## src/rtl/shell_cmd_ctrl.sv

```systemverilog
// Shell command sequencer: collects an ASCII line from the UART receiver,
// parses an r/w/g command with hex arguments, performs one RAM access or a
// run request, and streams the reply (hex digits or status) to the UART TX.
module shell_cmd_ctrl #(
    parameter int ADDR_W   = 16,
    parameter int DATA_W   = 16,
    parameter int LINE_MAX = 16
) (
    input  logic              CLK,
    input  logic              RST,
    input  logic              rx_dv,
    input  logic [7:0]        rx_byte,
    output logic              tx_valid,
    output logic [7:0]        tx_byte,
    input  logic              tx_ready,
    output logic [ADDR_W-1:0] mem_addr,
    output logic [DATA_W-1:0] mem_wdata,
    output logic              mem_we,
    output logic              mem_re,
    input  logic [DATA_W-1:0] mem_rdata,
    output logic              go,
    output logic [ADDR_W-1:0] go_addr,
    output logic              busy
);

    localparam int CNT_W = $clog2(LINE_MAX + 1);

    localparam logic [7:0] CH_SP  = 8'h20;
    localparam logic [7:0] CH_LF  = 8'h0A;
    localparam logic [7:0] CH_CR  = 8'h0D;
    localparam logic [7:0] CH_Q   = 8'h3F;
    localparam logic [7:0] CH_R   = 8'h72;
    localparam logic [7:0] CH_W   = 8'h77;
    localparam logic [7:0] CH_G   = 8'h67;

    typedef enum logic [2:0] {
        S_COLLECT,
        S_EXEC,
        S_RD_WAIT,
        S_TX_HEX,
        S_TX_ERR,
        S_TX_CR,
        S_TX_LF
    } state_t;

    state_t r_state;
    state_t w_next;

    // Parser state; arguments are kept 16 bits wide (4 hex digits) and
    // truncated to the port widths where they leave the block.
    logic [7:0]        r_cmd;
    logic [1:0]        r_field;
    logic              r_have;
    logic [1:0]        r_argc;
    logic              r_err;
    logic [CNT_W-1:0]  r_cnt;
    logic [15:0]       r_arg1;
    logic [15:0]       r_arg2;

    logic [15:0]       r_rdata;
    logic [1:0]        r_nib;
    logic [ADDR_W-1:0] r_go_addr;

    logic [4:0]        w_hex;
    logic              w_rx;
    logic              w_rx_char;
    logic              w_line_end;
    logic              w_argc_ok;
    logic              w_cmd_ok;
    logic [3:0]        w_nibble;
    logic [ADDR_W-1:0] w_go_target;

    // Hex digit decode: returns {valid, value}.
    function automatic logic [4:0] hex_decode(input logic [7:0] c);
        logic [4:0] v;
        v = 5'd0;
        if (c >= 8'h30 && c <= 8'h39)      v = {1'b1, c[3:0]};
        else if (c >= 8'h61 && c <= 8'h66) v = {1'b1, c[3:0] + 4'd9};
        else if (c >= 8'h41 && c <= 8'h46) v = {1'b1, c[3:0] + 4'd9};
        return v;
    endfunction

    // Nibble to uppercase ASCII hex character.
    function automatic logic [7:0] hex_ascii(input logic [3:0] n);
        return (n < 4'd10) ? (8'h30 + {4'h0, n}) : (8'h37 + {4'h0, n});
    endfunction

    assign w_hex       = hex_decode(rx_byte);
    assign w_rx        = rx_dv && (r_state == S_COLLECT);
    assign w_rx_char   = w_rx && (rx_byte != CH_LF) && (rx_byte != CH_CR);
    assign w_line_end  = w_rx && (rx_byte == CH_CR) && (r_cnt != '0);
    assign w_argc_ok   = ((r_cmd == CH_R) && (r_argc == 2'd1)) ||
                         ((r_cmd == CH_W) && (r_argc == 2'd2)) ||
                         ((r_cmd == CH_G) && (r_argc <= 2'd1));
    assign w_cmd_ok    = !r_err && w_argc_ok;
    assign w_nibble    = 4'(r_rdata >> {~r_nib, 2'b00});
    assign w_go_target = (r_argc == 2'd1) ? r_arg1[ADDR_W-1:0] : '0;

    assign mem_addr  = r_arg1[ADDR_W-1:0];
    assign mem_wdata = r_arg2[DATA_W-1:0];
    assign busy      = (r_state != S_COLLECT);

    // State register.
    always_ff @(posedge CLK or posedge RST) begin
        if (RST) r_state <= S_COLLECT;
        else     r_state <= w_next;
    end

    // Next state, strobes and reply byte selection.
    always_comb begin
        w_next   = r_state;
        mem_we   = 1'b0;
        mem_re   = 1'b0;
        go       = 1'b0;
        go_addr  = r_go_addr;
        tx_valid = 1'b0;
        tx_byte  = 8'h00;
        case (r_state)
            S_COLLECT: begin
                if (w_line_end) w_next = S_EXEC;
            end
            S_EXEC: begin
                if (!w_cmd_ok) begin
                    w_next = S_TX_ERR;
                end else if (r_cmd == CH_W) begin
                    mem_we = 1'b1;
                    w_next = S_TX_CR;
                end else if (r_cmd == CH_R) begin
                    mem_re = 1'b1;
                    w_next = S_RD_WAIT;
                end else begin
                    go      = 1'b1;
                    go_addr = w_go_target;
                    w_next  = S_TX_CR;
                end
            end
            S_RD_WAIT: w_next = S_TX_HEX;
            S_TX_HEX: begin
                tx_valid = 1'b1;
                tx_byte  = hex_ascii(w_nibble);
                if (tx_ready && (r_nib == 2'd3)) w_next = S_TX_CR;
            end
            S_TX_ERR: begin
                tx_valid = 1'b1;
                tx_byte  = CH_Q;
                if (tx_ready) w_next = S_TX_CR;
            end
            S_TX_CR: begin
                tx_valid = 1'b1;
                tx_byte  = CH_CR;
                if (tx_ready) w_next = S_TX_LF;
            end
            S_TX_LF: begin
                tx_valid = 1'b1;
                tx_byte  = CH_LF;
                if (tx_ready) w_next = S_COLLECT;
            end
            default: w_next = S_COLLECT;
        endcase
    end

    // Line parser; cleared once the command has been dispatched.
    always_ff @(posedge CLK or posedge RST) begin
        if (RST) begin
            r_cmd   <= '0;
            r_field <= '0;
            r_have  <= 1'b0;
            r_argc  <= '0;
            r_err   <= 1'b0;
            r_cnt   <= '0;
            r_arg1  <= '0;
            r_arg2  <= '0;
        end else if (r_state == S_EXEC) begin
            r_cmd   <= '0;
            r_field <= '0;
            r_have  <= 1'b0;
            r_argc  <= '0;
            r_err   <= 1'b0;
            r_cnt   <= '0;
            r_arg1  <= '0;
            r_arg2  <= '0;
        end else if (w_rx_char) begin
            if (r_cnt == CNT_W'(LINE_MAX)) r_err <= 1'b1;
            else                           r_cnt <= r_cnt + CNT_W'(1);
            if (rx_byte == CH_SP) begin
                // Only a space that closes a non-empty field moves to the next one.
                if (r_have) begin
                    r_have <= 1'b0;
                    if (r_field != 2'd3) r_field <= r_field + 2'd1;
                end
            end else begin
                r_have <= 1'b1;
                case (r_field)
                    2'd0: begin
                        if (r_have) begin
                            r_err <= 1'b1;
                        end else begin
                            r_cmd <= rx_byte;
                            if ((rx_byte != CH_R) && (rx_byte != CH_W) && (rx_byte != CH_G))
                                r_err <= 1'b1;
                        end
                    end
                    2'd1, 2'd2: begin
                        if (!r_have) r_argc <= r_argc + 2'd1;
                        if (!w_hex[4])           r_err  <= 1'b1;
                        else if (r_field == 2'd1) r_arg1 <= {r_arg1[11:0], w_hex[3:0]};
                        else                      r_arg2 <= {r_arg2[11:0], w_hex[3:0]};
                    end
                    default: r_err <= 1'b1;
                endcase
            end
        end
    end

    // Read data capture, one cycle after the read strobe.
    always_ff @(posedge CLK or posedge RST) begin
        if (RST)                        r_rdata <= '0;
        else if (r_state == S_RD_WAIT)  r_rdata <= 16'(mem_rdata);
    end

    // Hex digit index, advanced on each accepted digit; wraps back to 0.
    always_ff @(posedge CLK or posedge RST) begin
        if (RST)                                r_nib <= '0;
        else if ((r_state == S_TX_HEX) && tx_ready) r_nib <= r_nib + 2'd1;
    end

    // Run address is held after the go pulse until the next one.
    always_ff @(posedge CLK or posedge RST) begin
        if (RST)     r_go_addr <= '0;
        else if (go) r_go_addr <= w_go_target;
    end

endmodule

```

## config.mk

```make
export PLATFORM = sky130hd
export DESIGN_NAME = shell_cmd_ctrl
export DESIGN_NICKNAME = d
export VERILOG_FILES = /design/src/rtl/shell_cmd_ctrl.sv
export SDC_FILE = /design/constraint.sdc
export NUM_CORES = 1
export LEC_CHECK = 0
export ABC_AREA = 1
export CORE_MARGIN = 5
export CORE_UTILIZATION = 53
export CTS_CLUSTER_DIAMETER = 60
export DETAILED_ROUTE_END_ITERATION = 7
export GPL_TIMING_DRIVEN = 0
export PLACE_DENSITY = 0.92
export SLEW_MARGIN = 20
export SYNTH_ARGS = -nofsm -noshare
export SYNTH_HDL_FRONTEND = slang
export SYNTH_SLANG_ARGS = --single-unit
```

## constraint.sdc

```tcl
create_clock -name CLK -period 3.9 [get_ports CLK]
set_input_delay 0.585 -clock CLK [delete_from_list [all_inputs] [get_ports CLK]]
set_output_delay 0.585 -clock CLK [all_outputs]
set_load 0.01 [all_outputs]
```

==> metrics.txt <==
core outline area=8720 µm²; Synth area leaders=dfrtp_1, nand2_1, o21ai_0; clock network power share=17.9%; DR iter-0 viols=234; measured slew at the worst slew-check pin=0.548 ns; top cell type by total area after synthesis=dfrtp_1; vias in the first global route=4,352; Hold Vio Cnt, Final=0; Resized cells post-CTS=0; period utilization=92.6%; drt pass-1 iters=5; final antenna-violating net count=0; worst hold path class=flip-flop to flip-flop; final wirelength=11,900 µm; status=finished, final reports clean; total clock buffers created by CTS=9; Leak Pwr=0.00287 µW; Setup crit end kind=primary output; total track usage=21.7%; DIE AREA=11,000 µm²; top cell type's share of synthesized area=46.3%; clk_lat worst skew=0.37 ns; Pins Over Slew Limit=0; fin crit period=3.61 ns; hold slack=0.477 ns; Avg Inst Size Synth=7.78 µm²; first-pass GRT wire length=19,800 µm; ys async rst share=100%; Seq pwr share=36.7%; clk slew on worst S/H paths=0.08 ns; Comb power frac=45.4%; die width=105 µm; hold_buf cts=0; Pwr Density=597 nW/µm²; Cell variety after synth=34; # setup viols final=0; M1 WL=4950 µm; WL/cell=14.5 µm; setup bufs post-CTS=0; die height=105 µm; initial antenna violation count=0; largest net degree at the start of global routing=46; ant diodes=0; met2 wire length=6150 µm; Crit Path Class=flip-flop to primary output; max layer used=met4; max-cap viol count=0; relative slew slack=63.5%; Sw Share=41.6%; total gr overflow=0; synth warn=0; commonest non-fill, non-tap cell in the layout=nand2_1; CTS sink count=88; CTS tree=yes; Post-synth EDFFs=0; Switch Pwr=1480 µW; peak supply drop=0.373 mV; IO Port Bufs=87; met3 WL=639 µm; via/cell ratio=5.29; Synth Instances=611; routability cong.=0.916; HPWL after DPL=8920 µm; DR DRC count=0; crit path launch type=flip-flop; CTS root buffer=clkbuf_8; post-synthesis register bit count=88; Internal=2080 µW; crit-path max FO=10; WP data arrival=3.03 ns; num rows=34; clock buffer depth=2; H-tree levels=3; vias=4,353; initial core utilization=54.5%; commonest cells after routing, fill and taps aside=nand2_1, dfrtp_1, clkdlybuf4s50_1; synthesized area=4750 µm²; Final Skew=0.0122 ns; layout cell share with drive strength beyond 1=9.65%; setup TNS after final layout=0 ns; area grow syn2layout=25.8%; unrepaired setup endpoints after global routing=no; Syn Nets=652; NumNets Final=751; Ports=89; Seq/Total Area, Yosys=46.3%; Max Clock Freq=0.277 GHz; ys flop type=dfrtp_1; Worst EP required=3.31 ns
-- layout make-up --
type,count,area [µm²]
buffer,22,135
clock buffer,10,128
clock inverter,6,67.6
fill,692,2750
inverter,62,235
multi-input combinational,439,2180
sequential,88,2200
tap,108,135
timing repair buffer,88,891
-- synth_stat cells (2+ instances only) --
cell type / instances
inv_1: 58
nand3b_1: 4
o21ai_2: 12
buf_2: 8
nand3_1: 32
nor3_1: 7
dfrtp_1: 88
ha_1: 13
nor2_1: 37
a21oi_1: 13
nand2_1: 222
buf_6: 5
or2_1: 2
nand3_2: 3
o21ai_0: 63
clkbuf_1: 6
nand4_1: 2
mux2_2: 15
xor2_1: 4
inv_2: 3
-- flip-flops by register name, summed over array words and instances (netlist names) --
signal and cells:
r_nib 2, r_cnt 5, r_argc 2, r_rdata 16
r_state 3, mem_addr 16, mem_wdata 16, r_field 2
r_cmd 8, r_have 1, r_go_addr 16, r_err 1
-- worst max-delay path, stage by stage, from the launching register on --
cell             delay (ns)
dfrtp_1                0.41
ha_1                   0.20
buf_2                  0.18
nor2_1                 0.14
nor2_1                 0.06
nand3_1                0.08
nand3_2                0.12
nand2_1                0.10
inv_1                  0.05
nand3_1                0.14
buf_2                  0.26
buf_6                  0.17
nand2_1                0.06
o21ai_0                0.11
clkdlybuf4s50_1        0.58
-- stage by stage --
stage	instance area [µm²]	setup slack, ns	power [µW]	util, %	instances
floorplan	4750	1.04	2360	-	611
global placement	5760	-0.180	2830	66.0	806
detailed placement	5780	0.735	2920	66.3	807
CTS	5980	0.297	3560	68.5	823
global route	5980	0.0848	3820	68.5	823
finish	5980	0.287	3570	68.5	823
-- kinds of logic after synthesis --
family	synth area share [%]
other	0.0789
multiplexers	3.55
XOR/XNOR	0.737
AO/OA/AOI/OAI	11.0
adder cells (fa/ha/maj)	3.42
AND/OR/NAND/NOR	27.1
flip-flops	46.3
buffers and inverters	7.74
-- power groups by stage --
stage | sequential, µW | combinational [µW] | clock [µW]
floorplan | 1300 | 1060 | 0
global placement | 1310 | 1520 | 0
detailed placement | 1320 | 1600 | 0
CTS | 1300 | 1610 | 646
global route | 1340 | 1800 | 689
finish | 1310 | 1620 | 641
-- final timing paths --
| check | cells past startpoint | slack (ns) | end | start |
|---|---|---|---|---|
| worst max-delay path | 14 | 0.29 | go_addr[2] | r_argc[0]$_DFFE_PP0P_ |
| worst min-delay path | 2 | 0.48 | r_cmd[6]$_DFFE_PP0P_ | r_cmd[6]$_DFFE_PP0P_ |
| worst max register to register | 13 | 1.67 | r_go_addr[8]$_DFFE_PP0P_ | r_argc[1]$_DFFE_PP0P_ |
| worst min register to register | 2 | 0.48 | r_cmd[6]$_DFFE_PP0P_ | r_cmd[6]$_DFFE_PP0P_ |
| max in group asynchronous | 3 | 2.65 | r_cmd[6]$_DFFE_PP0P_ | RST |
| min in group asynchronous | 2 | 0.63 | r_go_addr[4]$_DFFE_PP0P_ | RST |
-- routing by layer --
| layer | global-route usage (%) | up-vias |
|---|---|---|
| li1 | - | 2147 |
| met5 | 0 | - |
| met3 | 5.49 | 17 |
| met1 | 26.0 | 2055 |
| met2 | 38.5 | 134 |
| met4 | 6.48 | 0 |
Power figures use the tool's default switching activity.
